===== src/rtl/alu_issue_arbiter.sv =====
// Two-requester round-robin issue arbiter in front of a multi-cycle ALU.
// It holds one operation at a time, sequences the ALU reset/start, and returns the result or a timeout error.
module alu_issue_arbiter #(
  parameter int TIMEOUT = 64
) (
  input  logic             clk,
  input  logic             reset,
  input  logic [1:0]       req_valid,
  output logic [1:0]       req_ready,
  input  logic [1:0][5:0]  req_inst_num,
  input  logic [1:0][31:0] req_const16_x,
  input  logic [1:0][4:0]  req_shift5,
  input  logic [1:0][31:0] req_rs,
  input  logic [1:0][31:0] req_rt,
  output logic             resp_valid,
  input  logic             resp_ready,
  output logic             resp_id,
  output logic [31:0]      resp_data,
  output logic             resp_err,
  output logic             alu_reset,
  output logic [5:0]       alu_inst_num,
  output logic [31:0]      alu_const16_x,
  output logic [4:0]       alu_shift5,
  output logic [31:0]      alu_rs,
  output logic [31:0]      alu_rt,
  input  logic [31:0]      alu_out,
  input  logic             alu_completed
);

  localparam int CNT_W = (TIMEOUT < 2) ? 1 : $clog2(TIMEOUT + 1);

  typedef enum logic [1:0] {
    S_IDLE,
    S_LAUNCH,
    S_WAIT,
    S_RESP
  } state_t;

  state_t             r_state;
  state_t             w_next;
  logic               r_last;
  logic               r_id;
  logic [1:0]         r_launch_cnt;
  logic [CNT_W-1:0]   r_wait_cnt;
  logic [31:0]        r_resp_data;
  logic               r_resp_err;
  logic [5:0]         r_inst_num;
  logic [31:0]        r_const16_x;
  logic [4:0]         r_shift5;
  logic [31:0]        r_rs;
  logic [31:0]        r_rt;

  logic               w_grant_vld;
  logic               w_grant_id;
  logic               w_accept;
  logic               w_wait_last;
  logic               w_done;
  logic               w_tmo;

  // When both request, the one not served last wins; a lone requester always wins.
  assign w_grant_vld = |req_valid;
  assign w_grant_id  = req_valid[1] & (~req_valid[0] | ~r_last);
  assign w_accept    = (r_state == S_IDLE) & w_grant_vld;

  assign w_wait_last = (r_wait_cnt == CNT_W'(TIMEOUT - 1));
  assign w_done      = (r_state == S_WAIT) & alu_completed;
  assign w_tmo       = (r_state == S_WAIT) & ~alu_completed & w_wait_last;

  always_comb begin
    w_next     = r_state;
    alu_reset  = 1'b1;
    resp_valid = 1'b0;
    req_ready  = 2'b00;
    case (r_state)
      S_IDLE: begin
        if (w_grant_vld) begin
          req_ready[w_grant_id] = 1'b1;
          w_next                = S_LAUNCH;
        end
      end
      S_LAUNCH: begin
        if (r_launch_cnt == 2'd1) w_next = S_WAIT;
      end
      S_WAIT: begin
        alu_reset = 1'b0;
        if (alu_completed || w_wait_last) w_next = S_RESP;
      end
      S_RESP: begin
        resp_valid = 1'b1;
        if (resp_ready) w_next = S_IDLE;
      end
      default: w_next = S_IDLE;
    endcase
  end

  always_ff @(posedge clk or negedge reset) begin
    if (!reset) begin
      r_state      <= S_IDLE;
      r_last       <= 1'b1;
      r_launch_cnt <= 2'd0;
      r_wait_cnt   <= '0;
    end else begin
      r_state      <= w_next;
      if (w_accept) r_last <= w_grant_id;
      r_launch_cnt <= (r_state == S_LAUNCH) ? r_launch_cnt + 2'd1 : 2'd0;
      r_wait_cnt   <= (r_state == S_WAIT) ? r_wait_cnt + CNT_W'(1) : '0;
    end
  end

  // Operands are captured only on accept, so they stay put until the next accept.
  always_ff @(posedge clk or negedge reset) begin
    if (!reset) begin
      r_id        <= 1'b0;
      r_inst_num  <= '0;
      r_const16_x <= '0;
      r_shift5    <= '0;
      r_rs        <= '0;
      r_rt        <= '0;
    end else if (w_accept) begin
      r_id        <= w_grant_id;
      r_inst_num  <= req_inst_num[w_grant_id];
      r_const16_x <= req_const16_x[w_grant_id];
      r_shift5    <= req_shift5[w_grant_id];
      r_rs        <= req_rs[w_grant_id];
      r_rt        <= req_rt[w_grant_id];
    end
  end

  // Completion takes priority over a timeout landing in the same cycle.
  always_ff @(posedge clk or negedge reset) begin
    if (!reset) begin
      r_resp_data <= '0;
      r_resp_err  <= 1'b0;
    end else if (w_done) begin
      r_resp_data <= alu_out;
      r_resp_err  <= 1'b0;
    end else if (w_tmo) begin
      r_resp_data <= '0;
      r_resp_err  <= 1'b1;
    end
  end

  assign resp_id       = r_id;
  assign resp_data     = r_resp_data;
  assign resp_err      = r_resp_err;
  assign alu_inst_num  = r_inst_num;
  assign alu_const16_x = r_const16_x;
  assign alu_shift5    = r_shift5;
  assign alu_rs        = r_rs;
  assign alu_rt        = r_rt;

endmodule


===== config.mk =====
export PLATFORM = sky130hd
export DESIGN_NAME = alu_issue_arbiter
export DESIGN_NICKNAME = d
export VERILOG_FILES = /design/src/rtl/alu_issue_arbiter.sv
export SDC_FILE = /design/constraint.sdc
export NUM_CORES = 1
export LEC_CHECK = 0
export ABC_AREA = 0
export CORE_AREA = 2 2 155 157
export CTS_CLUSTER_SIZE = 10
export DETAILED_ROUTE_END_ITERATION = 12
export DIE_AREA = 0 0 157 159
export PLACE_DENSITY_LB_ADDON = 0.1
export SYNTH_ARGS = -nofsm -noshare
export SYNTH_HDL_FRONTEND = slang
export SYNTH_SLANG_ARGS = --single-unit

===== constraint.sdc =====
create_clock -name clk -period 3.6 [get_ports clk]
set_input_delay 0.72 -clock clk [delete_from_list [all_inputs] [get_ports clk]]
set_output_delay 0.72 -clock clk [all_outputs]
set_load 0.05 [all_outputs]

==> reports/summary.txt, run 1 <==
CTS
--------------------------------------------------------------------------------------------------
Buffers inserted during post-CTS setup optimization .................................            0
Number of H-tree levels .............................................................            4
# hold bufs at CTS ..................................................................            0
Number of clock sinks ...............................................................          153
Max Buffers Root-to-Sink ............................................................            2
Cts bufs inserted ...................................................................           17
Source-to-sink clock delay at the later pin of the worst-skew pair ..................       420 ps
Clock transition time at the flip-flop clock pins of the worst setup and hold paths .        70 ps
TritonCTS clock tree ................................................................          yes
Post-CTS resize count ...............................................................            0
Clk root buf ........................................................................ sky130_fd_sc_hd__clkbuf_16

FLOORPLAN
--------------------------------------------------------------------------------------------------
Number of placement rows ............................................................           56
Overall die area ....................................................................  25000 sq um
Number of top-level pins ............................................................          397
Die outline width ...................................................................       157 um
Initial standard-cell utilization of the core .......................................        29.6%
Core area ...........................................................................  23200 sq um
Die Span Y ..........................................................................       159 um

SYNTHESIS
--------------------------------------------------------------------------------------------------
Number of flops mapped to enable cells by yosys .....................................            0
Post-synthesis average cell area ....................................................   11.3 sq um
Synthesis warning total .............................................................            0
Synth area leaders .................................................................. sky130_fd_sc_hd__dfrtp_1, sky130_fd_sc_hd__a221o_1, sky130_fd_sc_hd__and3_1
Share of flip-flops with an asynchronous set or reset ...............................         100%
Share of the synthesized area in the top cell type ..................................        55.3%
Syn Nets ............................................................................          868
Biggest area consumer among synthesized cells ....................................... sky130_fd_sc_hd__dfrtp_1
Area of the mapped netlist ..........................................................   6870 sq um
Distinct cells, synth ...............................................................           41
Portion of the post-synthesis area used by sequential elements ......................        55.7%
Most used DFF post-synth ............................................................ sky130_fd_sc_hd__dfrtp_1
Cell count after synthesis ..........................................................          609
Yosys reg bits ......................................................................          153

PLACE
--------------------------------------------------------------------------------------------------
Buffers on Ports ....................................................................          396
Worst slack at placement ............................................................       642 ps
HPWL after detailed placement .......................................................      17.6 mm
Gp weighted congestion ..............................................................        0.801

POWER
--------------------------------------------------------------------------------------------------
Total power .........................................................................      11.4 mW
Power Density .......................................................................  968 nW/um^2
Maximum resistive drop on vdd .......................................................       386 uV
Static Leak .........................................................................      5.11 nW

WORST SETUP PATH
--------------------------------------------------------------------------------------------------
Cells on worst reg2reg path .........................................................            5
CP max-delay cell ................................................................... sky130_fd_sc_hd__clkdlybuf4s50_1
Family of cells with the greatest summed delay on the critical path ................. buffers and inverters
CP peak stage delay .................................................................       590 ps
Startpoint Class ....................................................................    input pin
Biggest fanout along the worst timing path ..........................................           11
Cell-by-cell trace of the critical path ............................................. clkdlybuf4s50_1, a21boi_4, and2_1, buf_12
Setup slack on the worst flop-to-flop path ..........................................      1370 ps
Sort of element at the end of the critical path .....................................  output port
Number of buffer and inverter stages on the critical path ...........................            2
Source of the worst register-to-register timing path ................................ r_wait_cnt[0]
Critical path required time .........................................................      2880 ps
Reg-to-Reg End ...................................................................... resp_data[13]
Endpoint arrival time on the critical path ..........................................      2210 ps
Critical path start-end classification ..............................................    in -> out

DRT
--------------------------------------------------------------------------------------------------
DRC .................................................................................            0
Number of DRC markers in iteration 0 ................................................          389
Total routed wirelength .............................................................      25.8 mm
DR WL/cell ..........................................................................      19.7 um
Via total after detailed routing ....................................................         6525
Vias per inst .......................................................................         4.97
Number of iterations in the first detailed-routing pass .............................            4
Count of antenna-violating nets left after detailed routing .........................            0

TIMING
--------------------------------------------------------------------------------------------------
Least-Margin Pin Slew ...............................................................       931 ps
Worst clock skew on the final layout ................................................      14.3 ps
Count of endpoints failing hold in the final timing report ..........................            0
Fmax ................................................................................    0.341 GHz
Minimum clock period after layout ...................................................      2930 ps
Post-route fraction of the period consumed by the critical path .....................        81.4%
Final Slew Violations ...............................................................            0
Max transition margin ...............................................................        37.7%
Setup repair after global routing missed its margin .................................           no
Setup slack after layout ............................................................       670 ps
Final Setup Violations ..............................................................            0
Accumulated negative setup slack ....................................................         0 ps

FINISH
--------------------------------------------------------------------------------------------------
Core utilization of the finished layout .............................................        50.6%
Layout cells sized above 1 ..........................................................        5.35%
Final-stage net count ...............................................................         1238
Synthesis-to-finish area growth .....................................................        70.7%

GRT
--------------------------------------------------------------------------------------------------
GRT Overall Usage ...................................................................        20.5%
Gr ovfl total .......................................................................            0
Antenna violations before repair ....................................................            2
Maximum number of pins on one net before global-route repair ........................          137
Vias in the first global route ......................................................         6545
Global-route wire length before repair ..............................................      39.5 mm

STATUS
--------------------------------------------------------------------------------------------------
Status .............................................................................. finished clean

HOLD PATH
--------------------------------------------------------------------------------------------------
Worst min-delay path category .......................................................  in -> async

JOB
--------------------------------------------------------------------------------------------------
Maximum capacitance violations ......................................................            0

-- cells in the mapped netlist, types with 2 or more instances --
library cell and number:
sky130_fd_sc_hd__a21oi_1 2, sky130_fd_sc_hd__a221o_1 79, sky130_fd_sc_hd__a22oi_1 32, sky130_fd_sc_hd__and2_1 3, sky130_fd_sc_hd__and3_1 79, sky130_fd_sc_hd__buf_2 15
sky130_fd_sc_hd__buf_6 6, sky130_fd_sc_hd__clkbuf_1 34, sky130_fd_sc_hd__clkbuf_2 2, sky130_fd_sc_hd__dfrtp_1 152, sky130_fd_sc_hd__ha_1 7, sky130_fd_sc_hd__inv_1 5
sky130_fd_sc_hd__mux2i_1 28, sky130_fd_sc_hd__nand2_1 62, sky130_fd_sc_hd__nand2b_1 3, sky130_fd_sc_hd__nand3_1 2, sky130_fd_sc_hd__nand4_1 3, sky130_fd_sc_hd__nor2_1 6
sky130_fd_sc_hd__nor2b_1 4, sky130_fd_sc_hd__o21a_1 2, sky130_fd_sc_hd__o21ai_0 41, sky130_fd_sc_hd__o21ai_1 21, sky130_fd_sc_hd__o31ai_1 2, sky130_fd_sc_hd__xor2_1 2
-- worst max-delay path by stage --
stage / startpoint / endpoint / slack (ps) / cells after the start
after floorplan: req_valid[1] / req_ready[1] / 1190 / 3
after CTS: req_valid[1] / req_ready[1] / 640 / 4
final: req_valid[1] / req_ready[1] / 670 / 4
after detailed placement: req_valid[1] / req_ready[1] / 640 / 4
after global routing: r_state[0] / alu_reset / 550 / 4
after global placement: req_valid[1] / req_ready[1] / 670 / 4
-- cells by family (layout without fill, tap and decap cells) --
logic type | after synthesis | in the layout | synth area share [%]
compound gates | 187 | 187 | 21.2
xor+xnor | 3 | 3 | 0.382
fa+ha+maj | 7 | 7 | 1.27
buf+inv | 64 | 446 | 4.51
flops | 153 | 153 | 55.7
mux | 28 | 28 | 4.08
other cells | 0 | 3 | 0
simple gates | 167 | 167 | 12.8
-- area by class of cell --
class                   count  area (sq um)
inverters                   6          22.5
multi-input cells         392          2750
clock buffers              19           453
fillers                  2110         11500
clock inverters            12           140
diodes                      3          7.51
repair buffers            409          4130
flip-flops and latches    153          3830
well taps                 319           399
-- metal layers --
layer  GRT usage [%]  vias up  part of all wire [%]
li1                -     3045                     -
met1            25.7     3197                    42
met2            33.8      257                    48
met3            6.70       26                   8.1
met4            5.80        0                   1.9
met5               0        -                     0
-- where the power goes --
part,switching [mW],internal (mW)
Clock,0.768,1.07
Sequential,0.443,2.49
Combinational,4.18,2.41
-- state kept, by name, summed over array words and instances (netlist names) --
| signal | count |
|---|---|
| alu_const16_x | 32 |
| alu_rs | 32 |
| alu_rt | 32 |
| resp_data | 32 |
| r_wait_cnt | 7 |
| alu_inst_num | 6 |
| alu_shift5 | 5 |
| r_launch_cnt | 2 |
| r_state | 2 |
| r_last | 1 |
| resp_err | 1 |
| resp_id | 1 |
-- worst register-to-register path, cell delays in order (launching register included) --
cell,delay [ps]
sky130_fd_sc_hd__dfrtp_1,370
sky130_fd_sc_hd__ha_1,210
sky130_fd_sc_hd__nand4_1,220
sky130_fd_sc_hd__nor2_1,780
sky130_fd_sc_hd__buf_4,380
sky130_fd_sc_hd__o21ai_0,140
-- stage by stage --
stage / hold WS, ps / cell area, sq um / std cells
floorplan: 409 / 6870 / 609
global placement: 431 / 11100 / 1279
detailed placement: 426 / 11100 / 1279
CTS: 355 / 11700 / 1310
global route: 383 / 11700 / 1312
finish: 332 / 11700 / 1313
-- placed cells by master, fill, tap and decap left out, drive strengths merged, types with 2 or more instances in the layout --
master         Yosys  layout
bufinv             0       2
and2               3       3
dfrtp            152     152
ha                 7       7
a21oi              2       2
nor2               7       7
nand2             62      62
and3              79      79
o21ai             62      62
buf               22      16
clkinvlp           0       2
clkdlybuf4s50      0     393
a221o             79      79
nand2b             3       3
nand4              3       3
diode              0       3
nor2b              4       4
a22oi             32      32
o21a               2       2
inv                5       8
o31ai              2       2
clkbuf            36      19
clkinv             1       6
xor2               2       2
mux2i             28      28
nand3              2       2
Note: power is estimated with default switching activity, not from simulation.
==> run 2, diff against run 1 <==
==> constraint.sdc (replaced) <==
create_clock -name clk -period 3.06 [get_ports clk]
set_input_delay 0.612 -clock clk [delete_from_list [all_inputs] [get_ports clk]]
set_output_delay 0.612 -clock clk [all_outputs]
set_load 0.05 [all_outputs]
==> run 2 against run 1 <==
Effect of this change:
- first-iteration DRC count fell by 17%
- sequential power rose by 17%
- final area fell by 0.27%
- die area did not move
- clock power rose by 14%
- critical path type is now reg -> out
- critical endpoint is now req_ready[0]
- largest cell class unchanged
- largest power group unchanged
- highest routed layer is now met5
==> reports/summary.txt, run 2 (synthesis gave the netlist of run 1 again) <==
STATUS
--------------------------------------------------------------------------------------------------
Status .............................................................................. finished clean

FINISH
--------------------------------------------------------------------------------------------------
Filler Cell Count ...................................................................         2133   +1.1%
Layout cells sized above 1 ..........................................................        5.35%   unchanged
Final-stage net count ...............................................................         1237   -0.081%
Most common cell after layout, fill and taps aside .................................. sky130_fd_sc_hd__clkdlybuf4s50_1
Sequential cell area ................................................................   3830 sq um   unchanged
Area of the multi-input gates .......................................................   2750 sq um   unchanged
Number of diodes added for antenna fixing ...........................................            0   -3
Most frequent cells in the layout ................................................... sky130_fd_sc_hd__clkdlybuf4s50_1, sky130_fd_sc_hd__dfrtp_1, sky130_fd_sc_hd__and3_1, sky130_fd_sc_hd__a221o_1, sky130_fd_sc_hd__nand2_1
Synthesis-to-finish area growth .....................................................        70.2%

TIMING
--------------------------------------------------------------------------------------------------
Fmax ................................................................................    0.380 GHz
Minimum clock period after layout ...................................................      2630 ps
Final Setup Violations ..............................................................            0   unchanged
Post-route fraction of the period consumed by the critical path .....................        86.0%
Worst clock skew on the final layout ................................................      10.0 ps   -4.22 ps
Setup slack after layout ............................................................       427 ps   -243 ps
Max transition margin ...............................................................        56.3%   +19 points
Final Slew Violations ...............................................................            0   unchanged
Count of endpoints failing hold in the final timing report ..........................            0   unchanged
Least-Margin Pin Slew ...............................................................       656 ps   -275 ps
Setup repair after global routing missed its margin .................................           no
Accumulated negative setup slack ....................................................         0 ps   unchanged

GRT
--------------------------------------------------------------------------------------------------
Vias in the first global route ......................................................         6492   -0.81%
Antenna violations before repair ....................................................            1   -1
Gr ovfl total .......................................................................            0   unchanged
Global-route met1 utilization .......................................................        26.1%   +0.37 points
M2 GR Usage .........................................................................        33.9%   +0.10 points
GRT Overall Usage ...................................................................        20.3%   -0.20 points
Met3 layer usage reported by global route ...........................................        5.74%   -0.95 points
Global-route wire length before repair ..............................................      39.3 mm   -0.61%
Maximum number of pins on one net before global-route repair ........................          137   unchanged
GRT busiest layer ...................................................................         met2

POWER
--------------------------------------------------------------------------------------------------
Static Leak .........................................................................      5.09 nW   -0.27%
Power Density ....................................................................... 1140 nW/um^2   +17%
Maximum resistive drop on vdd .......................................................       528 uV   +37%

FLOORPLAN
--------------------------------------------------------------------------------------------------
Die outline width ...................................................................       157 um   unchanged
Die Span Y ..........................................................................       159 um   unchanged
Overall die area ....................................................................  25000 sq um   unchanged
Number of placement rows ............................................................           56   unchanged
Number of top-level pins ............................................................          397   unchanged
Initial standard-cell utilization of the core .......................................        29.6%   unchanged
Core area ...........................................................................  23200 sq um   unchanged

PLACE
--------------------------------------------------------------------------------------------------
Worst slack at placement ............................................................       543 ps   -99.3 ps
HPWL after detailed placement .......................................................      17.6 mm   -0.26%
Buffers on Ports ....................................................................          396   unchanged
Gp weighted congestion ..............................................................        0.788   -1.6%

CTS
--------------------------------------------------------------------------------------------------
Source-to-sink clock delay at the later pin of the worst-skew pair ..................       410 ps   about the same
Number of H-tree levels .............................................................            4   unchanged
Post-CTS resize count ...............................................................            0   unchanged
TritonCTS clock tree ................................................................          yes
Clk root buf ........................................................................ sky130_fd_sc_hd__clkbuf_16
Buffers inserted during post-CTS setup optimization .................................            0   unchanged
Clock transition time at the flip-flop clock pins of the worst setup and hold paths .        70 ps   about the same
Max Buffers Root-to-Sink ............................................................            2   unchanged
Number of clock sinks ...............................................................          153   unchanged
# hold bufs at CTS ..................................................................            0   unchanged
Cts bufs inserted ...................................................................           17   unchanged

DRT
--------------------------------------------------------------------------------------------------
Vias per inst .......................................................................         4.92   -1.1%
Total routed wirelength .............................................................      25.8 mm   -0.17%
Via total after detailed routing ....................................................         6439   -1.3%
DR WL/cell ..........................................................................      19.7 um   about the same
Count of antenna-violating nets left after detailed routing .........................            0   unchanged
Number of DRC markers in iteration 0 ................................................          322   -17%
Number of iterations in the first detailed-routing pass .............................            4   unchanged
DRC .................................................................................            0   unchanged

WORST SETUP PATH
--------------------------------------------------------------------------------------------------
Sort of element at the end of the critical path .....................................  output port
CP peak stage delay .................................................................       540 ps   -50 ps
Cell-by-cell trace of the critical path ............................................. inv_1, ha_2, o21ai_4, nor2_4, buf_12
Critical path start-end classification ..............................................   reg -> out
Critical path required time .........................................................      2450 ps   -430 ps
Startpoint Class ....................................................................    flip-flop
Biggest fanout along the worst timing path ..........................................           25   +14
Endpoint arrival time on the critical path ..........................................      2020 ps   -190 ps
CP max-delay cell ................................................................... sky130_fd_sc_hd__ha_2

JOB
--------------------------------------------------------------------------------------------------
Maximum capacitance violations ......................................................            0   unchanged

HOLD PATH
--------------------------------------------------------------------------------------------------
Worst min-delay path category .......................................................  in -> async

run 2: cell types whose count changed in the layout (fill, tap and decap cells not counted), sizes merged:
| cell | delta |
|---|---|
| clkbuf | -1 |
| diode | -3 |
| clkdlybuf4s50 | -1 |
| clkinvlp | +1 |
| inv | +5 |
| clkinv | -3 |
| bufinv | -1 |
run 2: path summary, 6_finish.rpt:
check | cells past startpoint | end | slack (ps) | startpoint
worst max-delay path | 5 | req_ready[0] | 430 | r_state[0]
worst min-delay path | 1 | alu_rt[5] | 180 | reset
worst max register to register | 5 | alu_rt[11] | 840 | r_state[0]
worst min register to register | 1 | r_launch_cnt[0] | 430 | r_launch_cnt[0]
max in group asynchronous | 2 | alu_rs[14] | 2070 | reset
min in group clk | 1 | r_launch_cnt[0] | 430 | r_launch_cnt[0]
run 2: power by group:
part | total, mW | internal [mW] | switching (mW)
logic | 7.76 | 2.84 | 4.92
clock network | 2.09 | 1.15 | 0.946
registers | 3.45 | 2.93 | 0.519
total | 13.3 | 6.92 | 6.39
run 2: layer usage:
layer / vias up / part of all wire, %
li1: 3039 / -
met1: 3150 / 42
met2: 233 / 49
met3: 15 / 7.9
met4: 2 / 1.1
met5: - / 0.047
run 2: cell type report:
cell class / instances / area share, %
Timing Repair Buffer: 408 / 35.3
Sequential cell: 153 / 32.7
Multi-Input combinational cell: 392 / 23.5
Clock buffer: 18 / 3.67
Tap cell: 319 / 3.41
Clock inverter: 14 / 1.18
Inverter: 6 / 0.192
run 2: critical path: cells and delay by family (launching register included):
family | cells | cell delay, ps
adders and majority gates | 1 | 540
DFF | 1 | 400
buffers and inverters | 2 | 310
and+or+nand+nor | 1 | 180
AOI/OAI and AO/OA | 1 | 150
run 2: metrics by stage:
stage	total power, mW	instances	utilization [%]	hold slack [ps]	area, sq um
3_5_place_dp	11.3	1278	48.0	428	11100
4_1_cts	13.4	1310	50.4	190	11700
3_3_place_gp	11.3	1278	48.0	425	11100
6_report	13.3	1310	50.4	180	11700
2_1_floorplan	8.48	609	-	316	6870
5_1_grt	14.0	1310	50.4	218	11700
==> RTL change (settings of run 2) <==
Put one more register stage on the output `resp_err`, cleared by the reset. The value now appears one clock later. The other outputs are not delayed to match.
--- a/src/rtl/alu_issue_arbiter.sv
+++ b/src/rtl/alu_issue_arbiter.sv
@@ -143,5 +143,11 @@
   assign resp_id       = r_id;
   assign resp_data     = r_resp_data;
-  assign resp_err      = r_resp_err;
+  always_ff @(posedge clk or negedge reset) begin
+    if (!reset) begin
+      resp_err <= '0;
+    end else begin
+      resp_err <= r_resp_err;
+    end
+  end
   assign alu_inst_num  = r_inst_num;
   assign alu_const16_x = r_const16_x;
Formal check against the unedited RTL: no difference found for any inputs over 4 cycles, from zero or initial values and one cycle with reset low; that may be too few to reach the edited logic, so the function may still have changed.
==> RTL change against run 2 <==
Routed wire length rose by 2.2%; cell count is the same; worst setup slack improved by 0.11 ns; register-to-register slack improved by 0.29 ns; die area did not move; core utilization rose by 0.15 points; total power rose by 0.50%; design area up 0.30%; area after synthesis increased by 0.87%; first-iteration DRC count rose by 31%; hold slack lost 0.089 ns; via count increased by 0.85%; sequential cell count rose by 1.
==> RTL change: results (changes against run 2) <==
status=finished clean; worst setup path endpoint=resp_valid; wire per inst=20.1 um (+2.2%); pre-CTS setup slack=0.449 ns (-0.0943 ns); Internal=6.95 mW (+0.51%); DP Area=11,200 sq um (+0.21%); CP startpoint=r_state[1]; clock latency on the worst-skew pair=0.43 ns (+0.02 ns); worst r2r path cells=6 (+1); first-pass GRT wire length=39,600 um (+0.86%); largest net degree at the start of global routing=138 (+0.73%); delay of the slowest critical-path stage=0.84 ns (+0.30 ns); worst hold slack=0.0914 ns (-0.0889 ns); maximum vdd drop=0.000537 V (+1.7%); XOR/XNOR share of the synthesized area=0.00379 (-0.0000331); crit-path max FO=5 (-80%); Detailed Routing Iterations Pass 1=5 (+1); initial drt markers=422 (+31%); CP top delay family=buffers and inverters; Layout Skew=0.00890 ns (-0.00115 ns); mux contribution to synthesized area=0.0404 (-0.000353); minimum clock period=2.52 ns (-0.109 ns); dpl hpwl=18,100 um (+2.7%); Synth Area in Adders=0.0126 (-0.000110); antenna violations before repair=0 (-1); Crit-path slowest cell=clkdlybuf4s50_1; Final GP Congestion=0.771 (-2.2%); sequential fraction of the synthesis area=0.556 (-0.00122); total global-route track usage=0.207 (+0.00434); ranking of synthesized cells by area=dfrtp_1 55%, a221o_1 11%, and3_1 7.1%, mux2i_1 4.0%, a22oi_1 3.5%; Mapped Avg Cell Area=11.4 sq um (+0.87%)
[RTL change: layout make-up]
cell class,instances,area (sq um),area share
timing repair buffer,408,4140,0.352
inverter,5,18.8,0.00160
sequential,154,3850,0.329
clock buffer,18,439,0.0374
clock inverter,14,139,0.0118
multi-input combinational,392,2750,0.234
tap,319,399,0.0340
[RTL change: power groups by stage]
stage | Combinational [mW] | Sequential [mW] | Clock [mW]
floorplan | 2.12 | 6.41 | 0
global placement | 7.83 | 3.48 | 0
detailed placement | 7.86 | 3.49 | 0
CTS | 7.87 | 3.47 | 2.17
global route | 8.21 | 3.58 | 2.26
finish | 7.79 | 3.47 | 2.11
[RTL change: per-layer routing]
| metal | track usage | up-vias | wire [um] |
|---|---|---|---|
| met5 | 0 | - | 0 |
| met4 | 0.0609 | 0 | 433 |
| met3 | 0.0572 | 24 | 1850 |
| met2 | 0.356 | 236 | 13400 |
| met1 | 0.253 | 3193 | 10600 |
| li1 | - | 3041 | - |
